==> config.mk <==
export PLATFORM = sky130hd
export DESIGN_NAME = ufm_flash_ctrl
export DESIGN_NICKNAME = d
export VERILOG_FILES = /design/src/rtl/ufm_flash_ctrl.sv
export SDC_FILE = /design/constraint.sdc
export NUM_CORES = 1
export LEC_CHECK = 0
export CORE_MARGIN = 3
export CORE_UTILIZATION = 45
export CTS_CLUSTER_SIZE = 40
export DETAILED_ROUTE_END_ITERATION = 10
export DONT_BUFFER_PORTS = 1
export PLACE_DENSITY = 0.66
export SLEW_MARGIN = 15
export SYNTH_ARGS = -nofsm -noshare
export SYNTH_HDL_FRONTEND = slang
export SYNTH_SLANG_ARGS = --single-unit
export TNS_END_PERCENT = 50
==> constraint.sdc <==
create_clock -name clock -period 2.7 [get_ports clock]
set_clock_uncertainty 0.2 [all_clocks]
set_input_delay 0.405 -clock clock [delete_from_list [all_inputs] [get_ports clock]]
set_output_delay 0.405 -clock clock [all_outputs]
set_load 0.03 [all_outputs]
==> src/rtl/ufm_flash_ctrl.sv <==
// Command sequencer for the MAX 10 UFM on-chip flash: single-word read, write and
// sector erase, wrapped in unprotect / status-poll / re-protect CSR sequences.
module ufm_flash_ctrl #(
    parameter logic [4:0]  WP_DEFAULT = 5'b11111,
    parameter int unsigned POLL_LIMIT = 1048575,
    parameter int unsigned RD_LIMIT   = 255
) (
    input  logic        clock,
    input  logic        reset_n,
    input  logic        cmd_valid,
    output logic        cmd_ready,
    input  logic [1:0]  cmd_op,
    input  logic [12:0] cmd_addr,
    input  logic [31:0] cmd_wdata,
    output logic        rsp_valid,
    output logic [31:0] rsp_data,
    output logic        rsp_err,
    output logic        busy,
    output logic [12:0] avmm_data_addr,
    output logic        avmm_data_read,
    output logic        avmm_data_write,
    output logic [31:0] avmm_data_writedata,
    output logic [1:0]  avmm_data_burstcount,
    input  logic [31:0] avmm_data_readdata,
    input  logic        avmm_data_waitrequest,
    input  logic        avmm_data_readdatavalid,
    output logic        avmm_csr_addr,
    output logic        avmm_csr_read,
    output logic        avmm_csr_write,
    output logic [31:0] avmm_csr_writedata,
    input  logic [31:0] avmm_csr_readdata
);

    typedef enum logic [3:0] {
        IDLE, RD_REQ, RD_WAIT, UNPROT, ER_REQ, WR_REQ, POLL_RD, POLL_CHK, REPROT, RESP
    } state_t;

    localparam logic [19:0] POLL_LAST = 20'(POLL_LIMIT - 1);
    localparam logic [7:0]  RD_LAST   = 8'(RD_LIMIT - 1);

    state_t      state, state_d;
    logic        ready_q;
    logic [1:0]  op_q;
    logic [12:0] addr_q;
    logic [31:0] wdata_q;
    logic [31:0] rdata_q;
    logic        err_q;
    logic [19:0] poll_cnt;
    logic [7:0]  rd_cnt;

    logic        accept;
    logic        sector_ok;
    logic        status_idle;
    logic [2:0]  sector;
    logic [4:0]  wp_open;
    logic        unused_status;

    function automatic logic [31:0] ctrl_word(input logic [4:0] wp, input logic [2:0] sec);
        return {4'hF, wp, sec, 20'hFFFFF};
    endfunction

    assign accept      = cmd_valid && cmd_ready;
    assign sector_ok   = (cmd_addr[2:0] != 3'd0) && (cmd_addr[2:0] <= 3'd5);
    assign status_idle = (avmm_csr_readdata[1:0] == 2'b00);
    // Writes only ever touch the two UFM sectors; bit 12 of the word address selects between them.
    assign sector      = (op_q == 2'b10) ? addr_q[2:0] : (addr_q[12] ? 3'd2 : 3'd1);
    assign wp_open     = WP_DEFAULT & ~(5'b00001 << (sector - 3'd1));
    assign unused_status = ^{avmm_csr_readdata[31:5], avmm_csr_readdata[2]};

    // ready_q holds cmd_ready low for the first cycle after reset release.
    assign cmd_ready            = ready_q && (state == IDLE);
    assign busy                 = (state != IDLE);
    assign rsp_valid            = (state == RESP);
    assign rsp_err              = (state == RESP) && err_q;
    assign rsp_data             = (state == RESP) ? rdata_q : 32'd0;
    assign avmm_data_addr       = addr_q;
    assign avmm_data_writedata  = wdata_q;
    assign avmm_data_burstcount = 2'd1;

    always_ff @(posedge clock or negedge reset_n) begin
        if (!reset_n) state <= IDLE;
        else          state <= state_d;
    end

    always_comb begin
        state_d            = state;
        avmm_data_read     = 1'b0;
        avmm_data_write    = 1'b0;
        avmm_csr_addr      = 1'b0;
        avmm_csr_read      = 1'b0;
        avmm_csr_write     = 1'b0;
        avmm_csr_writedata = 32'd0;
        case (state)
            IDLE: if (accept) begin
                case (cmd_op)
                    2'b00:   state_d = RD_REQ;
                    2'b01:   state_d = UNPROT;
                    2'b10:   state_d = sector_ok ? UNPROT : RESP;
                    default: state_d = RESP;
                endcase
            end
            RD_REQ: begin
                avmm_data_read = 1'b1;
                if (!avmm_data_waitrequest) state_d = RD_WAIT;
            end
            RD_WAIT: if (avmm_data_readdatavalid || rd_cnt >= RD_LAST) state_d = RESP;
            UNPROT: begin
                avmm_csr_write     = 1'b1;
                avmm_csr_addr      = 1'b1;
                avmm_csr_writedata = ctrl_word(wp_open, 3'b111);
                state_d            = (op_q == 2'b01) ? WR_REQ : ER_REQ;
            end
            ER_REQ: begin
                avmm_csr_write     = 1'b1;
                avmm_csr_addr      = 1'b1;
                avmm_csr_writedata = ctrl_word(wp_open, addr_q[2:0]);
                state_d            = POLL_RD;
            end
            WR_REQ: begin
                avmm_data_write = 1'b1;
                if (!avmm_data_waitrequest) state_d = POLL_RD;
            end
            POLL_RD: begin
                avmm_csr_read = 1'b1;
                state_d       = POLL_CHK;
            end
            POLL_CHK: begin
                if (status_idle || poll_cnt >= POLL_LAST) state_d = REPROT;
                else                                      state_d = POLL_RD;
            end
            REPROT: begin
                avmm_csr_write     = 1'b1;
                avmm_csr_addr      = 1'b1;
                avmm_csr_writedata = ctrl_word(WP_DEFAULT, 3'b111);
                state_d            = RESP;
            end
            RESP:    state_d = IDLE;
            default: state_d = IDLE;
        endcase
    end

    always_ff @(posedge clock or negedge reset_n) begin
        if (!reset_n) begin
            ready_q  <= 1'b0;
            op_q     <= 2'b00;
            addr_q   <= 13'd0;
            wdata_q  <= 32'd0;
            rdata_q  <= 32'd0;
            err_q    <= 1'b0;
            poll_cnt <= 20'd0;
            rd_cnt   <= 8'd0;
        end else begin
            ready_q <= 1'b1;
            if (state == IDLE && accept) begin
                op_q     <= cmd_op;
                addr_q   <= cmd_addr;
                wdata_q  <= cmd_wdata;
                rdata_q  <= 32'd0;
                poll_cnt <= 20'd0;
                rd_cnt   <= 8'd0;
                err_q    <= (cmd_op == 2'b11) || (cmd_op == 2'b10 && !sector_ok);
            end
            if (state == RD_WAIT) begin
                if (avmm_data_readdatavalid)  rdata_q <= avmm_data_readdata;
                else if (rd_cnt >= RD_LAST)   err_q   <= 1'b1;
                else if (rd_cnt != 8'hFF)     rd_cnt  <= rd_cnt + 8'd1;
            end
            if (state == POLL_CHK) begin
                // A finished operation reports its own fail bit even on the last allowed poll.
                if (status_idle)
                    err_q <= (op_q == 2'b01) ? ~avmm_csr_readdata[3] : ~avmm_csr_readdata[4];
                else if (poll_cnt >= POLL_LAST) err_q <= 1'b1;
                else if (poll_cnt != 20'hFFFFF) poll_cnt <= poll_cnt + 20'd1;
            end
        end
    end

endmodule
# == After elaboration in Yosys (flattened, before gate mapping) ==
# Cells that the tools add are included.
# word_totals
regBits,113
input_bits,116
output_inout_bits,120
elab_cells,94
# op_classes
n_addsub,3
order_cmp,3
eq_ne,20
shift,1
n_mux,38
bitwise,3
n_reduce_logical,17
# op_table
op,n
$mux W32,4
$mux W20,5
$pmux W32 S3,1
$mux W8,5
$pmux W4 S9,1
$mux W4,6
$add A20 B1 Y20 const B,1
$ge A20 B20 Y1 const B,1
$ne A20 B20 Y1 const B,1
$eq A4 B3 Y1 const B,4
$mux W1,13
$pmux W4 S3,1
$add A8 B1 Y8 const B,1
$eq A4 B2 Y1 const B,2
$eq A4 B4 Y1 const B,2
$ge A8 B8 Y1 const B,1
$ne A2 B2 Y1 const B,4
$ne A8 B8 Y1 const B,1
$eq A2 B2 Y1 const B,3
$logic_and A1 B1 Y1,6
$not A5 Y5,1
$shl A1 B3 Y5 const A,1
$eq A2 B1 Y1 const B,2
$eq A4 B1 Y1 const B,1
other kinds (13),17

# == Logic depth before layout (Yosys ltp) ==
# logic_depth
depth_word,12
ltp_mapped,8
mapped_depth_nobuf,7

# == Worst setup path after synthesis ==
# Ideal clock, no wire load.
# synth_timing
path_kind,flip-flop to output port
from,register state[0]
to,output port avmm_csr_write
arrival_ps,2092
required_time_ps,2095
path_slack_ps,3
path_stages_with_launch,8
path_buffers,2
path_cell_list,dfrtp_1 clkbuf_1 nand2_1 nor2_1 nor2_1 o21a_1 inv_1 buf_4
# synth_via
elab_chain_cells,3
# synth_rtl
element,line_no,rtl
"start, declared",41,"state_t state, state_d;"
"start signal, assigned",82,else state <= state_d;
"$eq A4 B4 Y1, or another cell as far along",-,
$reduce_or A3 Y1 (no line) (*),-,
$mux W1 (*),-,
"end, declared",29,"output logic avmm_csr_write,"
# Mark *: on every way between the ends. The rest lies on a longest branch, timed or not.

# == Worst setup path in the final report ==
# layout_timing
from,register state[0]
to,output port avmm_csr_writedata[13]
# layout_via
elab_chain_cells,2
# layout_rtl
element,line_no,rtl
"$eq A4 B4 Y1, or another cell as far along",93,case (state)
$pmux W32 S3 (*),93,
"end, declared",30,"output logic [31:0] avmm_csr_writedata,"
# Marked as above.

==> run_results.csv <==
group,metric,value,unit
run_status,outcome,"complete, but fails checks",
run_status,violations,"negative hold slack",
worst_setup_path,critPathLaunchType,"flop",
worst_setup_path,slowest_stage,"dfrtp_2",
power,vdd_drop_max,0.613,mV
timing,fin_tns_setup,0,ns
worst_setup_path,reg2reg_to,"poll_cnt[16]$_DFF_PN0_",
worst_setup_path,cp-end-kind,"primary output",
logic_synthesis,ys_ff_latch,113,
worst_setup_path,worst_path_largest_cell_delay,0.43,ns
layout,diodes,0,
floorplan,die_w,117,um
timing,min_period,2.59,ns
clock_network,clock_sinks,113,
worst_setup_path,startpoint,"state[0]$_DFFE_PN0P_",
floorplan,core.rowCount,39,
worst_setup_path,cp_num_buf_inv,2,
power,power_density,1170,mW/mm^2
global_routing,grt_pass1_wl,23.4,mm
floorplan,io_pins,236,
clock_network,clockBufferDepth,2,
floorplan,dieArea,0.0137,mm^2
logic_synthesis,synth_top_area_cell,"dfrtp_1",
timing,rsz0062_at_grt,"no",
logic_synthesis,syn_area,0.00557,mm^2
timing,max_freq,0.387,GHz
clock_network,clk-insertion-delay-late,0.40,ns
detailed_routing,wl,14.7,mm
detailed_routing,vias,4648,
detailed_routing,vias_per_cell,5.39,
detailed_routing,drtIter0Drc,307,
global_routing,grt_usage,21.7,%
global_routing,overflow,0,
global_routing,grt_pass1_vias,4715,
clock_network,hold_buffers,80,
clock_network,clkSlewWorstSetupHoldPaths,0.05,ns
worst_setup_path,rrSetupSlack,0.32,ns
global_routing,grtUsageMet2,36.0,%
worst_setup_path,ff2ff_path_depth,6,
global_routing,antenna_found_initial,0,
timing,fin_crit_sh,95.7,%
timing,drv_slew,0,
layout,fill_cells,892,
placed_design,dp_hpwl,9.12,mm
detailed_routing,drt_pass1_iterations,4,
floorplan,start_util,47.3,%
logic_synthesis,synthTopCellsByArea,"dfrtp_1 (51%), nand2_1 (11%), a22o_1 (5.0%), and2_1 (4.3%), buf_4 (3.6%)",
logic_synthesis,synth_edf_count,0,
clock_network,cts_inserted_buffers,17,
run,maxCapViolations,0,
worst_setup_path,r2r-start,"state[3]$_DFFE_PN0P_",
layout,fin_nets,806,
worst_setup_path,arrival,1.98,ns
logic_synthesis,ys_seq_area_share,50.8,%
floorplan,die_y,117,um
worst_setup_path,worstPathMaxFanout,11,
timing,timing_hold_violations_final,113,
timing,tightest_slew,0.748,ns
timing,max_slew_margin,50.0,%
power,cellLeakagePower,0.00348,uW
placed_design,gp_congestion,0.819,
placed_design,numPortBuffers,0,
logic_synthesis,synth.distinct_cells,56,
layout,area_delta_synth_final,34.1,%
worst_setup_path,cpMostUsedCell,"nor2_1",
logic_synthesis,synth_top_area_share,50.8,%
worst_setup_path,critical_path_class,"reg -> out",
clock_network,htree_levels,4,
logic_synthesis,async_flop_share,100,%
timing,whs,-0.501,ns
clock_network,cts_tree,"done",
detailed_routing,antenna_left,0,
global_routing,gr-usage-met3,7.30,%
logic_synthesis,yosys_warnings,0,
timing,setup_viol,0,
global_routing,top_usage_layer,"met2",
detailed_routing,drc,0,
worst_setup_path,cp-endpoint,"avmm_csr_writedata[13]",
hold_path,hold_path_class,"in -> async",
global_routing,grt_start_max_net_pins,114,
worst_setup_path,crit_family,"buffers and inverters",
layout,drive_above_1_share,14.2,%
floorplan,fp.coreArea,0.0118,mm^2
logic_synthesis,synth_cells,600,
worst_setup_path,cp_cell_sequence,"nor2_1 -> and2_1 -> nor2_1 -> o21a_2 -> clkinv_8 -> buf_16",
logic_synthesis,avgSynthCellArea,9.28,um^2
worst_setup_path,crit_required,2.10,ns
clock_network,cts-root-buf,"clkbuf_16",
detailed_routing,avgRoutedWirePerCell,17.0,um
logic_synthesis,ys.flop_type,"dfrtp_1",
global_routing,use_met1,27.0,%
worst_setup_path,cp_num_cells,6,
[flip-flops by register name (all words and copies together), names as in the netlist]
name and cells:
err_q 1, avmm_data_addr 13, poll_cnt 20, avmm_data_writedata 32, op_q 2, ready_q 1
rd_cnt 8, rdata_q 32, state 4
[worst min-delay path by stage]
stage | startpoint | endpoint | slack, ns | cells past startpoint
final | reset_n | avmm_data_addr[7]$_DFFE_PN0P_ | -0.50 | 0
after global placement | reset_n | avmm_data_addr[7]$_DFFE_PN0P_ | -0.09 | 0
after CTS | reset_n | avmm_data_writedata[28]$_DFFE_PN0P_ | -0.51 | 0
after detailed placement | reset_n | avmm_data_addr[7]$_DFFE_PN0P_ | -0.09 | 0
after floorplan | reset_n | avmm_data_addr[0]$_DFFE_PN0P_ | -0.09 | 0
after global routing | reset_n | avmm_data_addr[7]$_DFFE_PN0P_ | -0.52 | 0
[synth_stat cells (all sizes together), types with 9 or more instances]
cell type and count:
a21oi 17, a22o 32, and2 38, buf 42, clkbuf 16, dfrtp 113
inv 9, mux2i 10, nand2 166, nand3 16, nand4 10, nor2 28
nor3 9, o21ai 15, xnor2 9
[worst reg2reg max path, cell delays in order (launching register included)]
cell and delay [ns]:
dfrtp_2 0.52, nand4b_1 0.30, nand2b_1 0.43, a21oi_1 0.23, buf_4 0.21, nor2_1 0.08
a221o_1 0.30
[layout make-up]
cell class / count / area [um^2] / area share [%]
clock buffer: 19 / 443 / 5.93
clock inverter: 13 / 185 / 2.48
inverter: 9 / 46.3 / 0.620
multi-input combinational: 421 / 2410 / 32.3
sequential: 113 / 2830 / 37.9
tap: 164 / 205 / 2.75
timing repair buffer: 124 / 1340 / 18.0
[kinds of logic after synthesis]
family	count (synthesis)	synth area share (%)
other	2	0.135
DFF	113	50.8
and+or+nand+nor	300	25.6
xor gates and xnor gates	9	1.42
muxes	11	2.00
adders and majority gates	4	0.899
AOI/OAI and AO/OA	94	12.6
buffers and inverters	67	6.63
[through the flow]
step	cells	utilization, %	power (uW)	setup WS (ns)	cell area (um^2)
after floorplan	601	-	5710	0.00312	5570
after global placement	746	50.5	6040	0.170	5930
after detailed placement	746	50.5	6130	0.0672	5930
after CTS	860	62.9	8670	0.00631	7390
after global routing	863	63.5	9190	0.0112	7460
final	863	63.5	8700	0.115	7460
[report_power, final]
group          total [uW]  switching [uW]  internal (uW)
logic                2870            1840           1030
registers            3480            1180           2300
clock network        2350             784           1570
total                8700            3810           4890
[placed cells by master (no fill, tap or decap), types with 7 or more instances in the layout]
| master | netlist | routed |
|---|---|---|
| nand2_1 | 166 | 166 |
| dfrtp_1 | 113 | 111 |
| dlygate4sd3_1 | 0 | 80 |
| and2_1 | 38 | 36 |
| a22o_1 | 32 | 32 |
| buf_4 | 27 | 26 |
| nor2_1 | 27 | 25 |
| clkbuf_16 | 0 | 18 |
| a21oi_1 | 17 | 17 |
| nand3_1 | 16 | 15 |
| buf_12 | 0 | 13 |
| nand4_1 | 10 | 10 |
| mux2i_1 | 10 | 10 |
| xnor2_1 | 9 | 9 |
| o21ai_0 | 8 | 8 |
| inv_1 | 8 | 7 |
| nor3_1 | 7 | 7 |
| o21ai_1 | 7 | 7 |
[per-layer routing]
metal	vias up	part of all wire, %	wire length, um
li1	2177	-	-
met5	-	0	0
met4	0	1.6	234
met2	164	52	7580
met1	2287	40	5840
met3	20	7.1	1040
[what timing repair did]
action / in CTS / in global routing
endpoints found under the setup margin: 58 / 57
resized for setup: 4 / 13
setup buffers: 2 / 2
cloned: 0 / 1
hold endpoints to repair: 193 / 113
pin swaps: 0 / 1
Power figures use the tool's default switching activity.
